===== src/rtl/booth_multiplier_param.sv =====
// Sequential radix-2 Booth multiplier: one Booth step per cycle, WIDTH+1 cycles per product.
// While busy, load is ignored and the inputs are not sampled; done pulses once per completed product.
module booth_multiplier_param #(
  parameter int WIDTH = 6,
  parameter int CNT_W = $clog2(WIDTH + 2)
) (
  input  logic                 clk_fast,
  input  logic                 rst,
  input  logic                 load,
  input  logic                 signed_mode,
  input  logic [WIDTH-1:0]     m,
  input  logic [WIDTH-1:0]     r,
  output logic                 busy,
  output logic                 done,
  output logic [2*WIDTH-1:0]   product
);

  localparam int E = WIDTH + 1;

  typedef enum logic {
    IDLE = 1'b0,
    RUN  = 1'b1
  } state_t;

  state_t               state_q, state_d;
  logic [E-1:0]         a_q, a_d;
  logic [E-1:0]         q_q, q_d;
  logic                 q1_q, q1_d;
  logic [E-1:0]         m_q, m_d;
  logic [CNT_W-1:0]     cnt_q, cnt_d;
  logic                 done_q, done_d;
  logic [2*WIDTH-1:0]   product_q, product_d;

  logic [E-1:0]         sum;
  logic [E-1:0]         a_n;
  logic [E-1:0]         q_n;

  // One Booth step: conditional add/subtract, then arithmetic shift of {A,Q,q_1}.
  always_comb begin
    sum = a_q;
    unique case ({q_q[0], q1_q})
      2'b01:   sum = a_q + m_q;
      2'b10:   sum = a_q - m_q;
      default: sum = a_q;
    endcase
    a_n = {sum[E-1], sum[E-1:1]};
    q_n = {sum[0], q_q[E-1:1]};
  end

  always_comb begin
    state_d   = state_q;
    a_d       = a_q;
    q_d       = q_q;
    q1_d      = q1_q;
    m_d       = m_q;
    cnt_d     = cnt_q;
    done_d    = 1'b0;
    product_d = product_q;

    unique case (state_q)
      IDLE: begin
        if (load) begin
          // Extending by one bit lets signed and unsigned share the same iteration.
          m_d     = {signed_mode & m[WIDTH-1], m};
          q_d     = {signed_mode & r[WIDTH-1], r};
          a_d     = '0;
          q1_d    = 1'b0;
          cnt_d   = CNT_W'(E);
          state_d = RUN;
        end
      end
      RUN: begin
        a_d   = a_n;
        q_d   = q_n;
        q1_d  = q_q[0];
        cnt_d = cnt_q - CNT_W'(1);
        if (cnt_q == CNT_W'(1)) begin
          product_d = {a_n[E-3:0], q_n};
          done_d    = 1'b1;
          state_d   = IDLE;
        end
      end
      default: state_d = IDLE;
    endcase
  end

  always_ff @(posedge clk_fast) begin
    if (!rst) begin
      state_q   <= IDLE;
      a_q       <= '0;
      q_q       <= '0;
      q1_q      <= 1'b0;
      m_q       <= '0;
      cnt_q     <= '0;
      done_q    <= 1'b0;
      product_q <= '0;
    end else begin
      state_q   <= state_d;
      a_q       <= a_d;
      q_q       <= q_d;
      q1_q      <= q1_d;
      m_q       <= m_d;
      cnt_q     <= cnt_d;
      done_q    <= done_d;
      product_q <= product_d;
    end
  end

  assign busy    = (state_q == RUN);
  assign done    = done_q;
  assign product = product_q;

endmodule


===== config.mk =====
export PLATFORM = sky130hd
export DESIGN_NAME = booth_multiplier_param
export DESIGN_NICKNAME = d
export VERILOG_FILES = /design/src/rtl/booth_multiplier_param.sv
export SDC_FILE = /design/constraint.sdc
export NUM_CORES = 1
export LEC_CHECK = 0
export ABC_AREA = 1
export BUFFER_PORTS_ARGS = -buffer_cell sky130_fd_sc_hd__buf_4
export CAP_MARGIN = 15
export CORE_MARGIN = 2
export CORE_UTILIZATION = 56
export CTS_CLUSTER_SIZE = 28
export DETAILED_ROUTE_END_ITERATION = 8
export PLACE_DENSITY = 0.79
export SYNTH_ARGS = -nofsm -noshare
export SYNTH_HDL_FRONTEND = slang
export SYNTH_SLANG_ARGS = --single-unit

===== constraint.sdc =====
create_clock -name clk_fast -period 2.55 [get_ports clk_fast]
set_input_delay 0.51 -clock clk_fast [delete_from_list [all_inputs] [get_ports clk_fast]]
set_output_delay 0.51 -clock clk_fast [all_outputs]
set_load 0.02 [all_outputs]

==> results.tsv <==
stage	metric	value	unit
sta	Setup violations, final	0	
sta	Fin Clk Skew	0.0221	ns
critical_path	setup slack, reg-to-reg	0.39	ns
routing	initial DRC count	99	
die	initial core utilization	0.587	
routing	Vias/cell	5.15	
grt	Tot GR Track Use	0.230	
sta	Max transition margin	0.424	
logic_synthesis	Yosys warnings	0	
clock_tree	Hold Buf Count CTS	0	
clock_tree	Skew-Pair Late Insertion Delay	0.36	ns
logic_synthesis	Synth Area in XOR/XNOR	0.0222	
routing	Pre-antenna DRT Iters	4	
sta	pins over their slew limit	0	
place	Cells after DPL	341	
hold_path	hold path depth	3	
routing	wire per inst	11.8	µm
die	Die X	63.4	µm
finish	layout cells sized above 1	0.158	
critical_path	CP max FO	3	
sta	FMAX	463	MHz
sta	Final period util	0.847	
finish	nets	329	
run	Max Cap Viol	0	
die	row count	21	
grt	first-pass GRT wire length	7310	µm
clock_tree	TritonCTS Sinks	38	
logic_synthesis	Seq cells post-synth	38	
routing	drc violations	0	
clock_tree	CTS tree	built	
logic_synthesis	Syn Std Cell Area	0.00197	mm²
clock_tree	setup repair bufs after CTS	0	
place	Setup WS pre-CTS	0.386	ns
logic_synthesis	Area contributors post-synth	dfxtp_1 39%, nand2_1 14%, inv_1 7.8%, nand3_1 6.8%, ha_1 6.3%	
critical_path	worst reg2reg startpoint	m_q[0]$_SDFFE_PN0P_	
logic_synthesis	Synth Area in Simple Gates	0.280	
grt	largest net degree at the start of global routing	31	
clock_tree	H-Tree Depth	2	
logic_synthesis	Post-Synth Adder-Cell Area	0.0735	
critical_path	critical path class	register to register	
sta	worst setup margin	0.390	ns
finish	diode count	0	
place	DP HPWL	3080	µm
critical_path	reg2reg path depth	10	
logic_synthesis	largest family of logic cells by synthesized area	simple AND/OR/NAND/NOR gates	
die	Core Region	0.00336	mm²
power_and_ir_drop	P_leak	1.10	nW
critical_path	Critical Path End Type	register	
critical_path	Worst Setup EP	a_q[1]$_SDFFE_PN0P_	
logic_synthesis	Synth Area per Inst	7.26	µm²
logic_synthesis	Cell variety after synth	32	
place	RD Place Congestion	0.864	
logic_synthesis	count leader, synth	nand2_1	
finish	post-layout util	0.685	
critical_path	Req. time, crit path	2.79	ns
grt	GRT Residual Overflow	0	
critical_path	crit path launch type	register	
clock_tree	Num CTS Buffers	5	
finish	Area Overhead vs Synth	16.7	%
grt	initial antenna violation count	0	
die	# IOs	30	
clock_tree	post-cts sizing count	0	
logic_synthesis	Post-synth ARST share	0	
critical_path	CP arrival	2.40	ns
logic_synthesis	Seq/Total Area, Yosys	0.385	
logic_synthesis	mux cell area share after synthesis	0	
clock_tree	clk slew on worst S/H paths	0.11	ns
clock_tree	clock buffer depth	2	
routing	final WL	4130	µm
power_and_ir_drop	Pwr per Cell Area	596	mW/mm²
logic_synthesis	Yosys top cell by area	dfxtp_1	
logic_synthesis	post-synth top area share	0.385	
critical_path	r2r endpoint	a_q[1]$_SDFFE_PN0P_	
die	die area	0.00402	mm²
place	port bufs	29	
sta	unrepaired setup endpoints after global routing	false	
power_and_ir_drop	Max VDD drop	425	µV
die	DIE HEIGHT	63.4	µm
logic_synthesis	Post-Synthesis Cells	272	
sta	final hold vios	0	
clock_tree	CTS root buffer	clkbuf_4	
sta	worst-margin pin slew	0.861	ns
routing	Routed Antenna Nets	0	
logic_synthesis	complex-gate fraction of the synthesized area	0.127	
hold_path	Min-Delay Path Class	input port to register	
sta	setup_tns	0	ns
critical_path	crit path from	m_q[0]$_SDFFE_PN0P_	
status	status	complete, no violations	
sta	Tmin final	2.16	ns
power_and_ir_drop	total chip power	1.37	mW
logic_synthesis	synth cell count leaders	72 x nand2_1, 41 x inv_1, 38 x dfxtp_1, 27 x nand3_1, 15 x a21oi_1	
finish	Finished Layout Cells	349	
routing	vias	1797	
grt	vias in the first global route	1625	
logic_synthesis	synthesized net count	299	
logic_synthesis	EDFF count, synth	0	
logic_synthesis	ys flop type	dfxtp_1	
-- layout make-up --
type                       instances  area (µm²)
timing repair buffer              30         225
multi-input combinational        182        1010
fill                             323        1060
clock buffer                       5        37.5
inverter                          45         171
sequential                        38         761
clock inverter                     3        45.0
tap                               46        57.6
-- flip-flops by register name, summed over array words and instances (netlist names) --
signal,count
a_q,6
busy,1
cnt_q,3
done,1
m_q,7
product,12
q1_q,1
q_q,7
-- logic make-up after synthesis --
logic type / Yosys count
flip-flops: 38
XOR/XNOR: 5
AND/OR/NAND/NOR: 121
adder cells (fa/ha/maj): 11
buffers and inverters: 52
AO/OA/AOI/OAI: 45
-- cell usage in the layout (no fill, tap or decap), types with 5 or more instances in the layout --
| cell | Yosys | layout |
|---|---|---|
| a21oi_1 | 15 | 15 |
| buf_4 | 1 | 30 |
| clkbuf_4 | 0 | 5 |
| dfxtp_1 | 38 | 38 |
| ha_1 | 10 | 9 |
| inv_1 | 41 | 41 |
| nand2_1 | 72 | 72 |
| nand3_1 | 27 | 27 |
| nor2_1 | 12 | 12 |
| o21ai_0 | 12 | 12 |
| o21ai_1 | 9 | 9 |
-- power breakdown --
part	leakage [nW]	total, mW	internal, mW	switching (mW)
clock network	0.0374	0.419	0.206	0.213
logic	0.755	0.310	0.123	0.187
registers	0.310	0.643	0.621	0.0219
-- per-layer routing --
metal  part of all wire  global-route usage  up-vias
met5                  0                   0        -
met4              0.012              0.0571        0
met3              0.045              0.0643        6
met2               0.47               0.371       43
met1               0.47               0.304      815
li1                   -                   -      933
-- worst min-delay path by stage --
| stage | end | from |
|---|---|---|
| final | m_q[3]$_SDFFE_PN0P_ | m[3] |
| after global routing | m_q[3]$_SDFFE_PN0P_ | m[3] |
| after CTS | m_q[3]$_SDFFE_PN0P_ | m[3] |
| after detailed placement | q1_q$_SDFFE_PN0P_ | q1_q$_SDFFE_PN0P_ |
| after global placement | q1_q$_SDFFE_PN0P_ | q1_q$_SDFFE_PN0P_ |
| after floorplan | product[0]$_SDFFE_PN0P_ | q_q[1]$_SDFFE_PN0P_ |
-- through the flow --
stage          cell area, µm²  hold WS (ns)
2_1_floorplan            1970         0.438
3_3_place_gp             2210         0.451
3_5_place_dp             2210         0.454
4_1_cts                  2290         0.415
5_1_grt                  2300         0.433
6_report                 2300         0.425
-- critical path, stage by stage (launching register included) --
cell,delay (ns)
dfxtp_1,0.37
inv_1,0.08
ha_1,0.29
inv_1,0.05
o21ai_0,0.14
fa_1,0.47
xor2_1,0.15
nand2_1,0.06
o21ai_1,0.15
a2bb2oi_1,0.23
nor2_1,0.06
Note: power is estimated with default switching activity, not from simulation.
